`src/rtl/fifo_rd_pkg.sv`:
```
// fifo_rd_pkg: shared defaults, drain FSM state type and the issue-credit helper
// for the FIFO stream reader.
package fifo_rd_pkg;

    localparam int DATA_W_DEF    = 8;
    localparam int CNT_W_DEF     = 7;
    localparam int WATERMARK_DEF = 16;

    // Skid buffer capacity; reads are throttled so it can never overflow.
    localparam logic [1:0] SKID_FULL = 2'd2;

    typedef enum logic {
        WAIT  = 1'b0,
        DRAIN = 1'b1
    } rd_state_t;

    // A new read may go out only if every word already buffered or in flight,
    // minus the one leaving this cycle, still leaves a free skid slot.
    function automatic logic can_issue(input logic [1:0] occ,
                                       input logic       inflight,
                                       input logic       pop);
        logic [2:0] pending;
        pending = {1'b0, occ} + {2'b00, inflight} - {2'b00, pop};
        return pending < {1'b0, SKID_FULL};
    endfunction

endpackage

```
`src/rtl/fifo_rd_skid.sv`:
```
// fifo_rd_skid: two-entry in-order skid buffer feeding the output stream.
// The head entry drives the stream; the tail only fills while the head stalls.
module fifo_rd_skid
    import fifo_rd_pkg::*;
#(
    parameter int DATA_W = DATA_W_DEF
) (
    input  logic              clk,
    input  logic              rst,
    input  logic              i_push,
    input  logic [DATA_W-1:0] i_data,
    input  logic              i_pop,
    output logic [DATA_W-1:0] o_data,
    output logic [1:0]        o_occ
);

    logic [DATA_W-1:0] r_head;
    logic [DATA_W-1:0] r_tail;
    logic [1:0]        r_occ;
    logic              w_pop;
    logic              w_push;

    // Pops of an empty buffer and pushes into a full, non-draining buffer are
    // dropped; the issue logic upstream never requests either.
    assign w_pop  = i_pop && (r_occ != 2'd0);
    assign w_push = i_push && ((r_occ != SKID_FULL) || w_pop);

    // Head/tail shuffle and occupancy; push+pop on a full buffer stays full.
    always_ff @(posedge clk or posedge rst) begin
        if (rst) begin
            r_head <= '0;
            r_tail <= '0;
            r_occ  <= 2'd0;
        end else begin
            case ({w_push, w_pop})
                2'b10: begin
                    if (r_occ == 2'd0) r_head <= i_data;
                    else               r_tail <= i_data;
                    r_occ <= r_occ + 2'd1;
                end
                2'b01: begin
                    r_head <= r_tail;
                    r_occ  <= r_occ - 2'd1;
                end
                2'b11: begin
                    if (r_occ == SKID_FULL) begin
                        r_head <= r_tail;
                        r_tail <= i_data;
                    end else begin
                        r_head <= i_data;
                    end
                end
                default: ;
            endcase
        end
    end

    assign o_data = r_head;
    assign o_occ  = r_occ;

endmodule

```
`src/rtl/fifo_stream_reader.sv`:
```
// fifo_stream_reader: pulls words out of a registered-count FIFO (one-cycle
// read latency) and presents them as a valid/ready stream at 1 word/cycle.
// Optional FIFO_RD_WATERMARK_EN: hold reads in WAIT until the FIFO reaches
// WATERMARK words or a flush is requested, then DRAIN until empty.
module fifo_stream_reader
    import fifo_rd_pkg::*;
#(
    parameter int DATA_W    = DATA_W_DEF,
    parameter int CNT_W     = CNT_W_DEF,
    parameter int WATERMARK = WATERMARK_DEF
) (
    input  logic              clk,
    input  logic              rst,
    output logic              fifo_read_en,
    input  logic [DATA_W-1:0] fifo_data,
    input  logic [CNT_W-1:0]  fifo_count,
    output logic              m_valid,
    input  logic              m_ready,
    output logic [DATA_W-1:0] m_data,
    input  logic              flush,
    output logic [15:0]       words_read
);

    logic        r_run;
    logic        r_inflight;
    logic [15:0] r_words;
    logic [1:0]  w_occ;
    logic        w_pop;
    logic        w_gate;
    logic        w_rd;

    assign m_valid = (w_occ != 2'd0);
    assign w_pop   = m_valid && m_ready;

    // Reads key off fifo_count only; the FIFO's flags lag the count by a cycle.
    assign w_rd = r_run && w_gate && (fifo_count != '0)
                  && can_issue(w_occ, r_inflight, w_pop);
    assign fifo_read_en = w_rd;

    // Hold off reads until the first edge after reset is released.
    always_ff @(posedge clk or posedge rst) begin
        if (rst) r_run <= 1'b0;
        else     r_run <= 1'b1;
    end

    // A read issued this cycle returns data next cycle; capture it then.
    always_ff @(posedge clk or posedge rst) begin
        if (rst) r_inflight <= 1'b0;
        else     r_inflight <= w_rd;
    end

    // Completed output handshakes, free-running 16-bit wrap.
    always_ff @(posedge clk or posedge rst) begin
        if (rst)        r_words <= 16'd0;
        else if (w_pop) r_words <= r_words + 16'd1;
    end

    assign words_read = r_words;

    fifo_rd_skid #(
        .DATA_W (DATA_W)
    ) u_skid (
        .clk    (clk),
        .rst    (rst),
        .i_push (r_inflight),
        .i_data (fifo_data),
        .i_pop  (w_pop),
        .o_data (m_data),
        .o_occ  (w_occ)
    );

`ifdef FIFO_RD_WATERMARK_EN
    rd_state_t r_state;
    logic      r_flush;

    assign w_gate = (r_state == DRAIN);

    // WAIT/DRAIN control; a flush pulse is remembered until the drain it
    // triggers completes. A flush arriving on the exit cycle re-arms the latch.
    always_ff @(posedge clk or posedge rst) begin
        if (rst) begin
            r_state <= WAIT;
            r_flush <= 1'b0;
        end else begin
            case (r_state)
                WAIT: begin
                    if ((int'(fifo_count) >= WATERMARK) || r_flush)
                        r_state <= DRAIN;
                    if (flush)
                        r_flush <= 1'b1;
                end
                DRAIN: begin
                    if ((fifo_count == '0) && !r_inflight) begin
                        r_state <= WAIT;
                        r_flush <= flush;
                    end else if (flush) begin
                        r_flush <= 1'b1;
                    end
                end
                default: r_state <= WAIT;
            endcase
        end
    end
`else
    // Always draining: flush and WATERMARK have no effect in this build.
    logic w_unused_cfg;

    assign w_gate       = 1'b1;
    assign w_unused_cfg = flush ^ (int'(fifo_count) >= WATERMARK);
`endif

endmodule
```
`config.mk`:
```
export PLATFORM = sky130hd
export DESIGN_NAME = fifo_stream_reader
export DESIGN_NICKNAME = d
export VERILOG_FILES = /design/src/rtl/fifo_rd_pkg.sv /design/src/rtl/fifo_rd_skid.sv /design/src/rtl/fifo_stream_reader.sv
export SDC_FILE = /design/constraint.sdc
export NUM_CORES = 1
export LEC_CHECK = 0
export CAP_MARGIN = 25
export CORE_MARGIN = 8
export CORE_UTILIZATION = 40
export DETAILED_ROUTE_END_ITERATION = 6
export PLACE_DENSITY = 0.66
export SKIP_CTS_REPAIR_TIMING = 1
export SYNTH_ARGS = -nofsm -noshare
export SYNTH_HDL_FRONTEND = slang
export SYNTH_HIERARCHICAL = 1
export SYNTH_SLANG_ARGS = --single-unit
```
`constraint.sdc`:
```
create_clock -name clk -period 6.32 [get_ports clk]
set_input_delay 1.264 -clock clk [delete_from_list [all_inputs] [get_ports clk]]
set_output_delay 1.264 -clock clk [all_outputs]
set_load 0.005 [all_outputs]
```
* Word-level counts from Yosys, hierarchy flattened *
Cells that the tools add are included.

storage, ports and cells
  register bits after elaboration = 36
  word-level logic and storage cells = 41
  output and inout bits = 26
  bits of input ports = 19

operators by class
  $lt $le $gt $ge = 1
  mux-type cells = 7
  eq/ne operators = 8
  reduce and logical (&&, ||, !) cells = 14
  $add $sub $neg = 5

operators by type and width
  operator               count
  $mux 8                 4
  $pmux 8 s3             1
  $add 16x1->16 const B  1
  $pmux 8 s2             1
  $reduce_bool 7->1      1
  $eq 2x2->1 const B     3
  $reduce_bool 2->1      3
  $logic_and 1x1->1      5
  $ne 2x1->1 const B     2
  $ne 2x2->1 const B     2
  $pmux 2 s2             1
  $add 2x1->3            1
  $lt 3x2->1 const B     1
  $reduce_and 3->1       1
  $reduce_bool 3->1      1
  $sub 3x1->3            1
  $add 2x1->2 const B    1
  $eq 2x1->1 const B     1
  $logic_not 2->1        1
  $reduce_and 2->1       1
  $sub 2x1->2 const B    1
  $logic_or 1x1->1       1

* Longest topological paths before layout *
Gate-level depths: netlist of the first run.

  depth in word-level cells = 8
  mapped depth = 8

* Cells and area by module *
The synthesis of the first run kept the hierarchy.

by module, submodules not included
  module              times used  seq. area each (um^2)  area an instance (um^2)  cells each
  fifo_rd_skid        1           450.4                  1111.1                   103
  fifo_stream_reader  1           450.4                  873.3                    76

* Worst setup path before layout of the first run *
No wires, ideal clock.

  kind = input -> output
  start = in m_ready
  end = out fifo_read_en
  stages on the path = 8
  data arrival time = 2710 ps
  path buffers = 0
  setup slack = 2346 ps
  data required time = 5056 ps
  cell sequence = o21ai_2 > inv_1 > ha_1 > nand2b_1 > fa_1 > xnor2_1 > nand3_1 > a21oi_1

between the ends
  word-level cells in the longest chain between the ends = 4

RTL lines
  element             line                      RTL
  start: declaration  fifo_stream_reader.sv:18  input logic m_ready,
  $logic_and 1x1->1   fifo_stream_reader.sv:33  assign w_pop = m_valid && m_ready;
  via w_pop           fifo_stream_reader.sv:28  logic w_pop;
  $sub 3x1->3         fifo_rd_pkg.sv:23         pending = {1'b0, occ} + {2'b00, inflight} - {2'b00, pop};
  $lt 3x2->1          fifo_rd_pkg.sv:24         return pending < {1'b0, SKID_FULL};
  $logic_and 1x1->1   fifo_stream_reader.sv:37  && can_issue(w_occ, r_inflight, w_pop);
  end: declaration    fifo_stream_reader.sv:14  output logic fifo_read_en,

The timed path passes the listed nets, and every way through them passes these cells.

* Worst setup path after layout of the first run *
Ends and elaborated chain as after synthesis.

==> results.sh, run 1 <==
export IMPL_clk_pin_slew_ps=60
export IMPL_syn_area_um2=1980
export IMPL_worstPathRequired_ps=5060
export IMPL_cts_sinks=36
export IMPL_placementRows=25
export IMPL_layout_nets=244
export IMPL_antenna_found_initial=0
export IMPL_ys_flop_type="dfrtp_1"
export IMPL_min_period_ps=5000
export IMPL_power_density_nw_per_um2=420
export IMPL_worst_slew_pin_slew_ps=812
export IMPL_yosysMostFrequentCell="dfrtp_1"
export IMPL_first_pass_iters=4
export IMPL_drive_above_1_share=0.162
export IMPL_syn2layout_area_growth_pct=28.6
export IMPL_crit_path_end_kind="output port"
export IMPL_report_final_slew_viol_count=0
export IMPL_synthTopCellsByCount="dfrtp_1 (36), o221a_2 (14), mux2i_1 (11), xnor2_1 (11), nand3_1 (9)"
export IMPL_cts_tree="yes"
export IMPL_yosysUniqueCellTypes=41
export IMPL_hold_class="register to register"
export IMPL_pin_count=45
export IMPL_cts_root_buffer="clkbuf_8"
export IMPL_fin_cells=289
export IMPL_grt_pass1_vias=1463
export IMPL_place_congestion=0.698
export IMPL_dp_cells=282
export IMPL_wl_um=4300
export IMPL_avgRoutedWirePerCell_um=14.9
export IMPL_synth_top_area_frac=0.454
export IMPL_crit_type="input pin to output port"
export IMPL_drtIter0Drc=54
export IMPL_synth_edf_count=0
export IMPL_track_usage=0.123
export IMPL_finClkSkew_ps=3.42
export IMPL_rsz0062_at_grt="no"
export IMPL_gr_total_overflow=0
export IMPL_p_leak_nw=1.11
export IMPL_ir_drop_uv=167
export IMPL_relSlewSlack=0.458
export IMPL_tns_ps=0
export IMPL_synth_nets=201
export IMPL_synth_seq_area_share=0.454
export IMPL_fmax_mhz=200
export IMPL_antennaDiodeCount=0
export IMPL_drtAntennaViolNets=0
export IMPL_port_buffers=43
export IMPL_netlist_instances=179
export IMPL_syn_avg_cell_area_um2=11.1
export IMPL_clock_latency_ps=290
export IMPL_grt_pass1_wl_um=7230
export IMPL_ys_ff_latch=36
export IMPL_ys_top_cells_by_area="dfrtp_1 (45%), o221a_2 (7.9%), mux2i_1 (5.5%), xnor2_1 (4.9%), nor2b_1 (2.5%)"
export IMPL_num_vias=1484
export IMPL_viasPerCell=5.13
export IMPL_cts_made_buffers=5
export IMPL_fillers=448
export IMPL_ys_warn_count=6
export IMPL_initial_core_util=0.417
export IMPL_cap_violations=0
export IMPL_dieArea_um2=7470
export IMPL_cp_arrival_ps=3730
export IMPL_hold_viol=0
export IMPL_htree_levels=2
export IMPL_fp_dieH_um=86.4
export IMPL_die_width_um=86.4
export IMPL_setup_viol=0
export IMPL_setup_ws_ps=1320
export IMPL_async_reset_ff_frac=1.00
export IMPL_finalCritPeriodShare=0.791
export IMPL_grt_max_degree=27
export IMPL_clockBufferDepth=2
export IMPL_cp_start_kind="input pin"
export IMPL_yosysTopAreaCell="dfrtp_1"
export IMPL_core_area_um2=4750
export IMPL_path_max_fanout=4
export IMPL_post_place_ws_ps=1320
export IMPL_place_hpwl_um=3040
export IMPL_drcViolationCount=0
export IMPL_status="complete, no violations"
state kept, by name, indices dropped and copies added (netlist names):
| signal | cells |
|---|---|
| r_inflight | 1 |
| r_run | 1 |
| u_skid/o_data | 8 |
| u_skid/o_occ | 2 |
| u_skid/r_tail | 8 |
| words_read | 16 |
cell type report:
class | instances | area [um2] | share of cell area
multi-input combinational | 129 | 1010 | 0.396
sequential | 36 | 901 | 0.353
timing repair buffer | 44 | 438 | 0.172
clock buffer | 7 | 96.3 | 0.0377
tap | 67 | 83.8 | 0.0328
inverter | 6 | 22.5 | 0.00882
path summary, 6_finish.rpt:
check                           cells past startpoint  slack (ps)                      endpoint                         from
worst max-delay path                               10        1320                  fifo_read_en                      m_ready
worst min-delay path                                1         470    words_read[15]$_DFFE_PP0P_   words_read[15]$_DFFE_PP0P_
worst max register to register                      8        3830          r_inflight$_DFF_PP0_  u_skid/o_occ[0]$_DFFE_PP0P_
worst min register to register                      1         470    words_read[15]$_DFFE_PP0P_   words_read[15]$_DFFE_PP0P_
max in group asynchronous                           2        4400  u_skid/r_tail[4]$_DFFE_PP0P_                          rst
min in group asynchronous                           2        1420     words_read[2]$_DFFE_PP0P_                          rst
kinds of logic (layout without fill, tap and decap cells):
family | after synthesis | in the layout | share of synthesized area
and+or+nand+nor | 63 | 63 | 0.201
DFF | 36 | 36 | 0.454
muxes | 14 | 14 | 0.0725
AOI/OAI and AO/OA | 32 | 32 | 0.141
xor gates and xnor gates | 16 | 16 | 0.0706
buffers and inverters | 14 | 57 | 0.0366
adders and majority gates | 3 | 3 | 0.0227
other | 1 | 1 | 0.00189
layout by cell type (no fill, tap or decap), types with 2 or more instances in the layout:
cell             synthesis  final
clkdlybuf4s50_1          0     43
dfrtp_1                 36     36
o221a_2                 14     14
xnor2_1                 11     11
mux2i_1                 11     11
nand3_1                  9      9
nand2_1                  8      8
nor2_1                   8      8
nor2b_1                  8      8
clkbuf_8                 0      7
o21ai_0                  7      7
inv_1                    6      6
xor2_1                   5      5
o22a_1                   5      5
nor3b_1                  5      5
nand3b_1                 4      4
nand4_1                  3      3
and3_1                   3      3
mux2_2                   3      3
o21ai_2                  2      2
nand2b_1                 2      2
a21oi_1                  2      2
ha_1                     2      2
and2_1                   2      2
routing by layer:
metal	GRT usage	vias up	routed length, um
li1	-	736	-
met1	0.157	713	2050
met2	0.187	29	1960
met3	0.0340	6	215
met4	0.0563	0	69
met5	0	-	0
critical path, cell delays in order:
cell	delay, ps
clkdlybuf4s50_1	510
o21ai_2	110
inv_1	120
ha_1	220
nand2b_1	150
fa_1	410
xnor2_1	160
nand3_1	100
a21oi_1	160
clkdlybuf4s50_1	530
stage by stage:
step,util,area [um2],power (mW),hold slack (ps)
floorplan,-,1980,0.730,468
global placement,0.517,2460,0.900,461
detailed placement,0.517,2460,0.908,465
CTS,0.537,2550,1.09,475
global route,0.537,2550,1.15,502
finish,0.537,2550,1.07,469
power by group:
| group | switching, mW | internal (mW) |
|---|---|---|
| clock network | 0.0785 | 0.0970 |
| registers | 0.111 | 0.304 |
| logic | 0.181 | 0.303 |
| total | 0.370 | 0.703 |
(Power assumes the default switching activity.)
==> run 2, diff against run 1 <==
--- a/config.mk
+++ b/config.mk
@@ -9,7 +9,7 @@
 export CORE_MARGIN = 8
 export CORE_UTILIZATION = 40
 export DETAILED_ROUTE_END_ITERATION = 6
-export PLACE_DENSITY = 0.66
+export PLACE_DENSITY = 0.68
 export SKIP_CTS_REPAIR_TIMING = 1
 export SYNTH_ARGS = -nofsm -noshare
 export SYNTH_HDL_FRONTEND = slang
==> constraint.sdc (replaced) <==
create_clock -name clk -period 4.45 [get_ports clk]
set_input_delay 0.89 -clock clk [delete_from_list [all_inputs] [get_ports clk]]
set_output_delay 0.89 -clock clk [all_outputs]
set_load 0.005 [all_outputs]
==> results.sh, run 2 (synthesis results as in run 1) <==
export IMPL_status="complete, no violations"
export IMPL_avgRoutedWirePerCell_um=14.9
export IMPL_post_place_ws_ps=219
export IMPL_dieArea_um2=7470
export IMPL_report_final_slew_viol_count=0
export IMPL_viasPerCell=5.27
export IMPL_multiInputGateArea_um2=1010
export IMPL_setup_viol=0
export IMPL_wl_um=4370
export IMPL_antennaDiodeCount=0
export IMPL_pwr_share_clk=0.179
export IMPL_initial_core_util=0.417
export IMPL_htree_levels=2
export IMPL_power_density_nw_per_um2=614
export IMPL_r2r_cells=8
export IMPL_final_common_cell="clkdlybuf4s50_1"
export IMPL_drtIter0Drc=61
export IMPL_p_int_mw=1.04
export IMPL_sw_frac_of_total=0.344
export IMPL_layout_nets=247
export IMPL_min_period_ps=4220
export IMPL_cts_tree="yes"
export IMPL_hold_viol=0
export IMPL_power_frac_comb=0.491
export IMPL_setup_ws_ps=227
export IMPL_crit_type="input pin to output port"
export IMPL_p_switching_uw=547
export IMPL_worst_slew_pin_slew_ps=715
export IMPL_seqCellArea_um2=901
export IMPL_cp_cell_sequence="clkdlybuf4s50_1, o21ai_2, inv_1, ha_1, nand2b_1, fa_1, xnor2_1, nand3_1, a21oi_1, clkdlybuf4s50_1"
export IMPL_drtAntennaViolNets=0
export IMPL_reg2reg_from="u_skid/o_occ[0]$_DFFE_PP0P_"
export IMPL_crit_path_end="fifo_read_en"
export IMPL_drcViolationCount=0
export IMPL_num_vias=1543
export IMPL_worst_path_dominant_cell_family="buffers and inverters"
export IMPL_worstPathRequired_ps=3560
export IMPL_power_mw=1.59
export IMPL_first_pass_iters=4
export IMPL_grt_max_degree=27
export IMPL_path_max_fanout=4
export IMPL_ir_drop_uv=234
export IMPL_hold_class="register to register"
export IMPL_crit_path_frequent_cell="clkdlybuf4s50_1"
export IMPL_antenna_found_initial=0
export IMPL_grt_pass1_wl_um=7160
export IMPL_final_cell_mix="clkdlybuf4s50_1 (43), dfrtp_1 (36), o221a_2 (14), xnor2_1 (11), mux2i_1 (11)"
export IMPL_cp_start_kind="input pin"
export IMPL_reg2reg_slack_ps=2380
export IMPL_gr_total_overflow=0
export IMPL_largest_register_ffs=16
export IMPL_cts_sinks=36
export IMPL_crit_buf_inv=3
export IMPL_drive_above_1_share=0.173
export IMPL_startpoint="m_ready"
export IMPL_power_frac_seq=0.330
export IMPL_fmax_mhz=237
export IMPL_finClkSkew_ps=10.4
export IMPL_slowest_delay_ps=540
export IMPL_crit_path_end_kind="output port"
export IMPL_rsz0062_at_grt="no"
export IMPL_cts_made_buffers=5
export IMPL_relSlewSlack=0.523
export IMPL_final_area_um2=2590
export IMPL_finalCritPeriodShare=0.949
export IMPL_core_area_um2=4750
export IMPL_place_congestion=0.727
export IMPL_placementRows=25
export IMPL_tns_ps=0
export IMPL_port_buffers=43
export IMPL_place_hpwl_um=3030
export IMPL_track_usage=0.120
export IMPL_fillers=429
export IMPL_fp_dieH_um=86.4
export IMPL_die_width_um=86.4
export IMPL_cp_arrival_ps=3330
export IMPL_syn2layout_area_growth_pct=30.3
export IMPL_grt_pass1_vias=1442
export IMPL_worst_path_stages=10
export IMPL_clockBufferDepth=2
export IMPL_clk_pin_slew_ps=80
export IMPL_clock_latency_ps=280
export IMPL_critPathSlowestCell="clkdlybuf4s50_1"
export IMPL_pin_count=45
export IMPL_cap_violations=0
export IMPL_r2r_end="r_inflight$_DFF_PP0_"
export IMPL_dpl_cell_area_um2=2480
export IMPL_p_leak_nw=1.13
export IMPL_cts_root_buffer="clkbuf_8"
## run 2: cell types whose count changed in the layout (fill, tap and decap cells not counted), sizes merged
| cell | before | now |
|---|---|---|
| buf | 1 | 4 |
| bufinv | 0 | 1 |
| clkbuf | 7 | 6 |
| clkinv | 0 | 1 |
## run 2: per-stage QoR
| step | std cells | hold WS [ps] | util |
|---|---|---|---|
| floorplan | 179 | 468 | - |
| global placement | 285 | 462 | 0.521 |
| detailed placement | 285 | 465 | 0.521 |
| CTS | 293 | 476 | 0.544 |
| global route | 293 | 514 | 0.544 |
| finish | 293 | 471 | 0.544 |
## run 2: metal layers
metal / track usage / up-vias / routed length [um] / part of all wire
li1: - / 740 / - / -
met1: 0.161 / 772 / 2150 / 0.49
met2: 0.181 / 27 / 2010 / 0.46
met3: 0.0255 / 4 / 159 / 0.036
met4: 0.0501 / 0 / 40 / 0.0092
met5: 0 / - / 0 / 0
## run 2: area by class of cell
class | count | area share
Sequential cell | 36 | 0.348
Clock inverter | 2 | 0.0135
Clock buffer | 6 | 0.0281
Tap cell | 67 | 0.0324
Timing Repair Buffer | 47 | 0.178
Inverter | 6 | 0.00871
Multi-Input combinational cell | 129 | 0.391
## run 2: worst min-delay path by stage
stage          slack, ps                        from                    endpoint  cells after the start
2_1_floorplan        470  words_read[15]$_DFFE_PP0P_  words_read[15]$_DFFE_PP0P_                      1
3_3_place_gp         460  words_read[15]$_DFFE_PP0P_  words_read[15]$_DFFE_PP0P_                      1
3_5_place_dp         470  words_read[15]$_DFFE_PP0P_  words_read[15]$_DFFE_PP0P_                      1
4_1_cts              480  words_read[15]$_DFFE_PP0P_  words_read[15]$_DFFE_PP0P_                      1
5_1_grt              510             r_run$_DFF_PP0_        r_inflight$_DFF_PP0_                      2
6_report             470  words_read[15]$_DFFE_PP0P_  words_read[15]$_DFFE_PP0P_                      1
## run 2: power groups by stage
stage               clock network [mW]  registers [mW]  logic [mW]
floorplan                            0           0.530       0.508
global placement                     0           0.527       0.771
detailed placement                   0           0.529       0.784
CTS                              0.291           0.524       0.787
global route                     0.307           0.540       0.849
finish                           0.285           0.524       0.780
